`config.mk`:
```
export PLATFORM = sky130hd
export DESIGN_NAME = exe_bundle_sched
export DESIGN_NICKNAME = d
export VERILOG_FILES = /design/src/rtl/exe_pkg.sv /design/src/rtl/exe_lane_alu.sv /design/src/rtl/exe_bundle_sched.sv
export SDC_FILE = /design/constraint.sdc
export NUM_CORES = 2
export LEC_CHECK = 0
export ABC_CLOCK_PERIOD_IN_PS = 7200
export CORE_MARGIN = 2
export CORE_UTILIZATION = 50
export DETAILED_ROUTE_END_ITERATION = 10
export PLACE_DENSITY = 0.79
export SYNTH_ARGS = -nofsm -noshare
export SYNTH_HDL_FRONTEND = slang
export SYNTH_SLANG_ARGS = --single-unit
```
`constraint.sdc`:
```
create_clock -name clk -period 7.2 [get_ports clk]
set_input_delay 1.08 -clock clk [delete_from_list [all_inputs] [get_ports clk]]
set_output_delay 1.08 -clock clk [all_outputs]
set_load 0.1 [all_outputs]
```
`src/rtl/exe_pkg.sv`:
```
// Shared definitions for the execute-stage bundle scheduler.
// Latency: n/a (types, constants and a helper function only).
// Backpressure: n/a.
// Contents: lane op encoding, lane count ceiling, overflow-capable op set.
package exe_pkg;

  localparam int MAX_LANES = 4;
  localparam int OP_W      = 4;

  typedef enum logic [OP_W-1:0] {
    OP_ADD  = 4'd0,
    OP_SUB  = 4'd1,
    OP_AND  = 4'd2,
    OP_OR   = 4'd3,
    OP_XOR  = 4'd4,
    OP_NOR  = 4'd5,
    OP_SLL  = 4'd6,   // src2 << src1[log2(DW)-1:0]
    OP_SRL  = 4'd7,   // src2 >> src1[log2(DW)-1:0]
    OP_SRA  = 4'd8,   // src2 >>> src1[log2(DW)-1:0]
    OP_SLT  = 4'd9,
    OP_SLTU = 4'd10,
    OP_MOV1 = 4'd11,  // pass src1
    OP_MOV2 = 4'd12   // pass src2
  } exe_op_e;

  // Ops whose signed result can overflow and report it on out_ov.
  function automatic logic op_has_ov(input logic [OP_W-1:0] op);
    return (op == OP_ADD) || (op == OP_SUB);
  endfunction

endpackage

```
`src/rtl/exe_lane_alu.sv`:
```
// Single-cycle lane ALU: one op on two DW-bit operands, signed add/sub overflow flag.
// Latency: purely combinational.
// Backpressure: none; caller decides when the result is consumed.
// Ports: op (exe_op_e encoding), src1/src2 operands, result, ov (signed overflow).
module exe_lane_alu
  import exe_pkg::*;
#(
  parameter int DW = 32
) (
  input  logic [OP_W-1:0] op,
  input  logic [DW-1:0]   src1,
  input  logic [DW-1:0]   src2,
  output logic [DW-1:0]   result,
  output logic            ov
);

  localparam int SHW = $clog2(DW);

  logic [SHW-1:0] shamt;
  logic [DW-1:0]  sum;
  logic [DW-1:0]  diff;
  logic           ov_add;
  logic           ov_sub;

  assign shamt = src1[SHW-1:0];
  assign sum   = src1 + src2;
  assign diff  = src1 - src2;

  // Overflow: operands agree (add) / disagree (sub) in sign and result sign flips.
  assign ov_add = (src1[DW-1] == src2[DW-1]) && (sum[DW-1]  != src1[DW-1]);
  assign ov_sub = (src1[DW-1] != src2[DW-1]) && (diff[DW-1] != src1[DW-1]);
  assign ov     = op_has_ov(op) && ((op == OP_SUB) ? ov_sub : ov_add);

  always_comb begin
    result = '0;
    case (exe_op_e'(op))
      OP_ADD:  result = sum;
      OP_SUB:  result = diff;
      OP_AND:  result = src1 & src2;
      OP_OR:   result = src1 | src2;
      OP_XOR:  result = src1 ^ src2;
      OP_NOR:  result = ~(src1 | src2);
      OP_SLL:  result = src2 << shamt;
      OP_SRL:  result = src2 >> shamt;
      OP_SRA:  result = $signed(src2) >>> shamt;
      OP_SLT:  result = {{(DW-1){1'b0}}, ($signed(src1) < $signed(src2))};
      OP_SLTU: result = {{(DW-1){1'b0}}, (src1 < src2)};
      OP_MOV1: result = src1;
      OP_MOV2: result = src2;
      default: result = '0;
    endcase
  end

endmodule

```
`src/rtl/exe_bundle_sched.sv`:
```
// Execute-stage scheduler for a LANES-wide bundle with intra-bundle dependencies and multicycle lanes.
// Latency: independent single-cycle bundle leaves in its arrival cycle; each dependency level adds one cycle.
// Backpressure: bundle holds (results frozen in res_r) while pms_allowin=0; es_allowin drops until it leaves.
// Ports: clk/reset; ds_to_es_valid/es_allowin + in_* bundle capture; mc_req/mc_src*/mc_done/mc_result/mc_flush
//        to external multicycle units; es_to_pms_valid/pms_allowin + out_result/out_ov downstream;
//        fwd_valid/fwd_ready/fwd_result per-lane bypass; clear_all pipeline flush.
module exe_bundle_sched
  import exe_pkg::*;
#(
  parameter int LANES = 2,
  parameter int DW    = 32
) (
  input  logic                  clk,
  input  logic                  reset,
  // upstream
  input  logic                  ds_to_es_valid,
  output logic                  es_allowin,
  input  logic [LANES-1:0]      in_lane_valid,
  input  logic [LANES*4-1:0]    in_op,
  input  logic [LANES-1:0]      in_mc,
  input  logic [LANES*DW-1:0]   in_src1,
  input  logic [LANES*DW-1:0]   in_src2,
  input  logic [LANES*LANES-1:0] in_dep1,
  input  logic [LANES*LANES-1:0] in_dep2,
  // multicycle units
  output logic [LANES-1:0]      mc_req,
  output logic [LANES*DW-1:0]   mc_src1,
  output logic [LANES*DW-1:0]   mc_src2,
  input  logic [LANES-1:0]      mc_done,
  input  logic [LANES*DW-1:0]   mc_result,
  output logic                  mc_flush,
  // downstream
  output logic                  es_to_pms_valid,
  input  logic                  pms_allowin,
  output logic [LANES*DW-1:0]   out_result,
  output logic [LANES-1:0]      out_ov,
  // forwarding
  output logic [LANES-1:0]      fwd_valid,
  output logic [LANES-1:0]      fwd_ready,
  output logic [LANES*DW-1:0]   fwd_result,
  // flush
  input  logic                  clear_all
);

  // Captured bundle
  logic                              es_valid;
  logic [LANES-1:0]                  lane_vld_r;
  logic [LANES-1:0][3:0]             op_r;
  logic [LANES-1:0]                  mc_r;
  logic [LANES-1:0][DW-1:0]          src1_r;
  logic [LANES-1:0][DW-1:0]          src2_r;
  logic [LANES-1:0][LANES-1:0]       dep1_r;
  logic [LANES-1:0][LANES-1:0]       dep2_r;

  // Per-lane completion state
  logic [LANES-1:0]                  done_r;
  logic [LANES-1:0][DW-1:0]          res_r;
  logic [LANES-1:0]                  ov_r;

  // Combinational lane view
  logic [LANES-1:0][LANES-1:0]       dep1_eff;
  logic [LANES-1:0][LANES-1:0]       dep2_eff;
  logic [LANES-1:0][DW-1:0]          opa;
  logic [LANES-1:0][DW-1:0]          opb;
  logic [LANES-1:0][DW-1:0]          alu_res;
  logic [LANES-1:0]                  alu_ov;
  logic [LANES-1:0][DW-1:0]          mc_res_a;
  logic [LANES-1:0][DW-1:0]          lane_res;
  logic [LANES-1:0]                  lane_ov;
  logic [LANES-1:0][DW-1:0]          out_res_a;
  logic [LANES-1:0]                  deps_met;
  logic [LANES-1:0]                  issuable;
  logic [LANES-1:0]                  complete_now;
  logic                              es_ready_go;
  logic                              capture;
  logic                              leave;

  assign mc_res_a = mc_result;

  // Only backward references to occupied lanes are real dependencies; anything
  // else falls back to the captured operand.
  always_comb begin
    dep1_eff = '0;
    dep2_eff = '0;
    opa      = src1_r;
    opb      = src2_r;
    deps_met = '0;
    for (int i = 0; i < LANES; i++) begin
      for (int j = 0; j < LANES; j++) begin
        if (j < i) begin
          dep1_eff[i][j] = dep1_r[i][j] & lane_vld_r[j];
          dep2_eff[i][j] = dep2_r[i][j] & lane_vld_r[j];
          if (dep1_eff[i][j]) opa[i] = res_r[j];
          if (dep2_eff[i][j]) opb[i] = res_r[j];
        end
      end
      // Producers must already be registered, so each level costs one cycle.
      deps_met[i] = &(~(dep1_eff[i] | dep2_eff[i]) | done_r);
    end
  end

  for (genvar g = 0; g < LANES; g++) begin : g_lane
    exe_lane_alu #(.DW(DW)) u_alu (
      .op     (op_r[g]),
      .src1   (opa[g]),
      .src2   (opb[g]),
      .result (alu_res[g]),
      .ov     (alu_ov[g])
    );
  end

  always_comb begin
    issuable     = '0;
    complete_now = '0;
    lane_res     = '0;
    lane_ov      = '0;
    out_res_a    = '0;
    out_ov       = '0;
    for (int i = 0; i < LANES; i++) begin
      issuable[i]     = es_valid & lane_vld_r[i] & ~done_r[i] & deps_met[i];
      complete_now[i] = issuable[i] & (~mc_r[i] | mc_done[i]);
      lane_res[i]     = mc_r[i] ? mc_res_a[i] : alu_res[i];
      lane_ov[i]      = ~mc_r[i] & alu_ov[i];
      // Once registered, the lane shows res_r so outputs stay frozen under backpressure.
      out_res_a[i]    = done_r[i] ? res_r[i] : lane_res[i];
      out_ov[i]       = done_r[i] ? ov_r[i]  : lane_ov[i];
    end
  end

  assign es_ready_go     = &(~lane_vld_r | done_r | complete_now);
  assign es_allowin      = clear_all | ~es_valid | (es_ready_go & pms_allowin);
  assign capture         = ds_to_es_valid & es_allowin & ~clear_all;
  assign leave           = es_valid & es_ready_go & pms_allowin;
  assign es_to_pms_valid = es_valid & es_ready_go & ~clear_all;

  assign mc_req     = issuable & mc_r & {LANES{~clear_all}};
  assign mc_src1    = opa;
  assign mc_src2    = opb;
  assign mc_flush   = clear_all & ~reset;

  assign out_result = out_res_a;
  assign fwd_valid  = {LANES{es_valid}} & lane_vld_r;
  assign fwd_ready  = done_r | complete_now;
  assign fwd_result = out_res_a;

  always_ff @(posedge clk or posedge reset) begin
    if (reset) begin
      es_valid   <= 1'b0;
      lane_vld_r <= '0;
      op_r       <= '0;
      mc_r       <= '0;
      src1_r     <= '0;
      src2_r     <= '0;
      dep1_r     <= '0;
      dep2_r     <= '0;
      done_r     <= '0;
      res_r      <= '0;
      ov_r       <= '0;
    end else if (clear_all) begin
      // Any mc_done arriving now belongs to the aborted bundle and is dropped.
      es_valid <= 1'b0;
      done_r   <= '0;
    end else if (capture) begin
      es_valid   <= 1'b1;
      lane_vld_r <= in_lane_valid;
      op_r       <= in_op;
      mc_r       <= in_mc;
      src1_r     <= in_src1;
      src2_r     <= in_src2;
      dep1_r     <= in_dep1;
      dep2_r     <= in_dep2;
      done_r     <= '0;
    end else if (leave) begin
      es_valid <= 1'b0;
    end else begin
      for (int i = 0; i < LANES; i++) begin
        if (complete_now[i]) begin
          done_r[i] <= 1'b1;
          res_r[i]  <= lane_res[i];
          ov_r[i]   <= lane_ov[i];
        end
      end
    end
  end

endmodule

```
==> PnR_summary.wiki <==
{| class="wikitable"
! Metric !! Value
|-
| Placed cell count || approximately 4800
|-
| Final min period || 7.074 ns
|-
| Die X-Extent || approximately 250 um
|-
| Share of post-route cells with drive strength above 1 || 0.1791
|-
| Final routed wirelength across all metal layers || around 160000 um
|-
| CTS-repair resized insts || 0
|-
| # Max-Cap Violations || 0
|-
| Per-instance average area after synthesis || 7.892 um^2
|-
| Final Hold Violating Endpoints || 0
|-
| Final number of max-transition violations || 0
|-
| #FFs+latches synth || between 200 and 250
|-
| Synth-to-Final Area Change || 21.87%
|-
| Sum of net half-perimeters after detailed placement || 122800 um
|-
| Endpoint class of the critical path || output port
|-
| PnR worst setup slack || ~0.13 ns
|-
| Die height || between 200 and 300 um
|-
| Setup Crit Path Kind || reg2out
|-
| Total of hold buffers inserted after clock tree synthesis || 0
|-
| Aggregate global-route resource usage || 0.4891
|-
| Run status || finished clean
|-
| H-tree depth || 1
|-
| Port buffer count || approximately 480
|-
| Initial detailed-routing violation count || ~5200
|-
| Syn Nets || roughly 4300
|-
| Sequential element share of the synthesized area || 0.1727
|-
| Placed Instance Area || around 0.036 mm^2
|-
| Max Fanout on Critical Path || 14
|-
| DP Worst Slack || 0.8301 ns
|-
| Highest clock rate || 0.1414 GHz
|-
| Instance count of the mapped netlist || 3874
|-
| CP Data Arrival Time || 5.99 ns
|-
| Synthesis warning total || 0
|-
| Leakage || roughly 16 nW
|-
| Top flip-flop cell by instance count after synthesis || sky130_fd_sc_hd__dfrtp_1
|-
| I/O pin count || about 500
|-
| Clock latency reported for the late side of the worst-skew pair || 0.62 ns
|-
| Total non-filler cell area in the finished layout || about 0.037 mm^2
|-
| Setup repair after global routing missed its margin || no
|-
| Setup slack of the most critical reg-to-reg path || approximately 2.0 ns
|-
| Antenna violations before repair || 17
|-
| Net total in the final layout || around 4500
|-
| Mean number of vias per cell || between 7 and 8
|-
| Power Density || around 520 mW/mm^2
|-
| Least-Margin Pin Slew || ~1.4 ns
|-
| VDD IR max || approximately 0.42 mV
|-
| Clk Tree Root Cell || sky130_fd_sc_hd__clkbuf_16
|-
| Data required time at the worst endpoint || 6.12 ns
|-
| Top cell types by occurrence after synthesis || sky130_fd_sc_hd__nand2_1, sky130_fd_sc_hd__a21oi_1, sky130_fd_sc_hd__nor2_1
|-
| Die area || about 0.063 mm^2
|-
| Total number of clock tree sinks || approximately 210
|-
| Buffer levels on the longest clock path || 3
|-
| Cell type with the highest aggregate area in the netlist || sky130_fd_sc_hd__dfrtp_1
|-
| Detail-routed net length per standard cell || ~33 um
|-
| Clock buffer count from CTS || 26
|-
| Routability cong. || approximately 1.1
|-
| Final clock skew || ~0.036 ns
|-
| DRC viols || 0
|-
| Setup crit start kind || register
|-
| Classification of the worst-slack hold path || reg2reg
|-
| Proportion of synthesized flip-flops having asynchronous set or reset || 1.000
|-
| Share of Yosys cell area claimed by the top area cell type || 0.1727
|-
| Final Cycle Share || 0.9825
|-
| Clock transition at path regs || around 0.060 ns
|-
| Most frequent cell after synthesis || sky130_fd_sc_hd__nand2_1
|-
| Final setup vio count || 0
|-
| First-pass GRT wire length || roughly 230000 um
|-
| Core box area || ~0.060 mm^2
|-
| Std-Cell Rows || 90
|-
| ANT nets after route || 0
|-
| Count of distinct cell types in the synthesized netlist || between 100 and 150
|-
| Area contributors post-synth || sky130_fd_sc_hd__dfrtp_1, sky130_fd_sc_hd__ha_1, sky130_fd_sc_hd__mux2_2, sky130_fd_sc_hd__mux2i_1, sky130_fd_sc_hd__a21oi_1
|-
| Post-CTS Setup Inserts || 0
|-
| Post-synth EDFFs || 0
|-
| Pre-antenna DRT Iters || 10
|-
| Pin count of the biggest net entering global routing || 89
|-
| Headroom to the max-slew limit || 0.03007
|-
| Via count of the first global-routing pass || between 30000 and 40000
|-
| DR vias || approximately 35000
|-
| Clock tree from TritonCTS || yes
|-
| Syn Std Cell Area || 0.03057 mm^2
|-
| Final instance count without filler cells || between 4000 and 5000
|-
| Overflow left after global routing || 0
|-
| Final total power || roughly 20 mW
|-
| Starting density of the core || 0.5066
|-
| Setup total negative slack || 0 ns
|}
[stage by stage]
step	util	hold slack [ns]
after global routing	0.6172	0.5043
after global placement	0.6017	0.4604
after CTS	0.6165	0.4786
final	0.6174	0.4775
after detailed placement	0.6017	0.4658
after floorplan	-	0.4484
[worst paths after layout]
path	cells past startpoint	to	startpoint
worst max register to register	13	res_r[32]$_DFFE_PP0P_	lane_vld_r[0]$_DFFE_PP0P_
max in group asynchronous	3	src1_r[43]$_DFFE_PP0P_	reset
worst min register to register	2	res_r[58]$_DFFE_PP0P_	res_r[58]$_DFFE_PP0P_
worst min-delay path	2	res_r[58]$_DFFE_PP0P_	res_r[58]$_DFFE_PP0P_
worst max-delay path	16	fwd_result[40]	lane_vld_r[0]$_DFFE_PP0P_
min in group asynchronous	2	lane_vld_r[1]$_DFFE_PP0P_	reset
[layer usage]
layer  GRT usage  vias up  wire length, um
li1            -    14730                -
met5           0        -               59
met3      0.1401      808            19560
met2      0.7561     2718            68930
met4      0.4410        8            18620
met1      0.5485    16280            52430
[report_power, final]
part	leakage, nW	total, mW	switching, mW	internal, mW
Combinational	12.8	16.0	11.1	4.85
Clock	0.418	1.43	0.624	0.807
Sequential	2.54	2.10	0.603	1.50
[layout by cell type, fill, tap and decap left out, types with 15 or more instances in the layout]
cell / count
sky130_fd_sc_hd__and3_1: 34
sky130_fd_sc_hd__and2_1: 17
sky130_fd_sc_hd__a222oi_1: 23
sky130_fd_sc_hd__dfrtp_1: 204
sky130_fd_sc_hd__o21ai_1: 28
sky130_fd_sc_hd__a211oi_1: 60
sky130_fd_sc_hd__a21o_1: 37
sky130_fd_sc_hd__a22oi_1: 52
sky130_fd_sc_hd__nor2b_1: 22
sky130_fd_sc_hd__nor4_1: 16
sky130_fd_sc_hd__o2111ai_1: 19
sky130_fd_sc_hd__buf_4: 180
sky130_fd_sc_hd__clkdlybuf4s50_1: 349
sky130_fd_sc_hd__nand2_1: 388
sky130_fd_sc_hd__nand3_1: 76
sky130_fd_sc_hd__mux2_2: 227
sky130_fd_sc_hd__mux4_2: 59
sky130_fd_sc_hd__a221oi_1: 58
sky130_fd_sc_hd__nor2_1: 288
sky130_fd_sc_hd__o21bai_1: 25
sky130_fd_sc_hd__a311oi_1: 15
sky130_fd_sc_hd__or2_2: 16
sky130_fd_sc_hd__o31ai_1: 35
sky130_fd_sc_hd__o221ai_1: 34
sky130_fd_sc_hd__o211ai_1: 50
sky130_fd_sc_hd__o22ai_1: 36
sky130_fd_sc_hd__a31oi_1: 45
sky130_fd_sc_hd__nor3_1: 68
sky130_fd_sc_hd__buf_12: 103
sky130_fd_sc_hd__inv_1: 194
sky130_fd_sc_hd__clkbuf_16: 27
sky130_fd_sc_hd__mux2i_1: 188
sky130_fd_sc_hd__nand4_1: 31
sky130_fd_sc_hd__nand2b_1: 30
sky130_fd_sc_hd__a21oi_1: 299
sky130_fd_sc_hd__o21ai_0: 215
sky130_fd_sc_hd__ha_1: 206
[kinds of logic (layout without fill, tap and decap cells)]
kind of cell | Yosys count | after routing | share of synthesized area
buffers and inverters | 654 | 884 | 0.1038
xor gates and xnor gates | 20 | 20 | 0.005729
AOI/OAI and AO/OA | 1235 | 1235 | 0.2751
adders and majority gates | 210 | 210 | 0.08692
other | 0 | 14 | 0
DFF | 211 | 211 | 0.1727
muxes | 492 | 492 | 0.1984
and+or+nand+nor | 1052 | 1052 | 0.1574
[final cells by class]
| type | instances | area [um^2] |
|---|---|---|
| multi-input combinational | 3009 | 22380 |
| fill | 5347 | 23100 |
| timing repair buffer | 632 | 6907 |
| antenna | 14 | 35.03 |
| inverter | 205 | 777.0 |
| sequential | 211 | 5294 |
| clock buffer | 31 | 700.7 |
| tap | 782 | 978.4 |
| clock inverter | 16 | 191.4 |
[critical path: stages (launching register included)]
cell and delay (ns):
sky130_fd_sc_hd__dfrtp_2 0.56, sky130_fd_sc_hd__nand2_2 0.13, sky130_fd_sc_hd__mux2_2 0.46, sky130_fd_sc_hd__ha_1 0.60
sky130_fd_sc_hd__inv_1 0.13, sky130_fd_sc_hd__fa_1 0.46, sky130_fd_sc_hd__nor2b_1 0.18, sky130_fd_sc_hd__o21ai_2 0.10
sky130_fd_sc_hd__o21ai_1 0.38, sky130_fd_sc_hd__a31oi_1 0.24, sky130_fd_sc_hd__a221o_1 0.39, sky130_fd_sc_hd__o21ai_0 0.51
sky130_fd_sc_hd__nand3_1 0.13, sky130_fd_sc_hd__a21oi_1 0.42, sky130_fd_sc_hd__a2bb2oi_1 0.24, sky130_fd_sc_hd__a21oi_1 0.20
sky130_fd_sc_hd__buf_12 0.26
[registers in the layout (all words and copies together) (netlist names), 2 cells and up]
name        flops
src2_r         32
mc_src1        32
done_r          2
src1_r         32
op_r            8
res_r          64
mc_r            2
mc_src2        32
ov_r            2
lane_vld_r      2
Note: power is estimated with default switching activity, not from simulation.
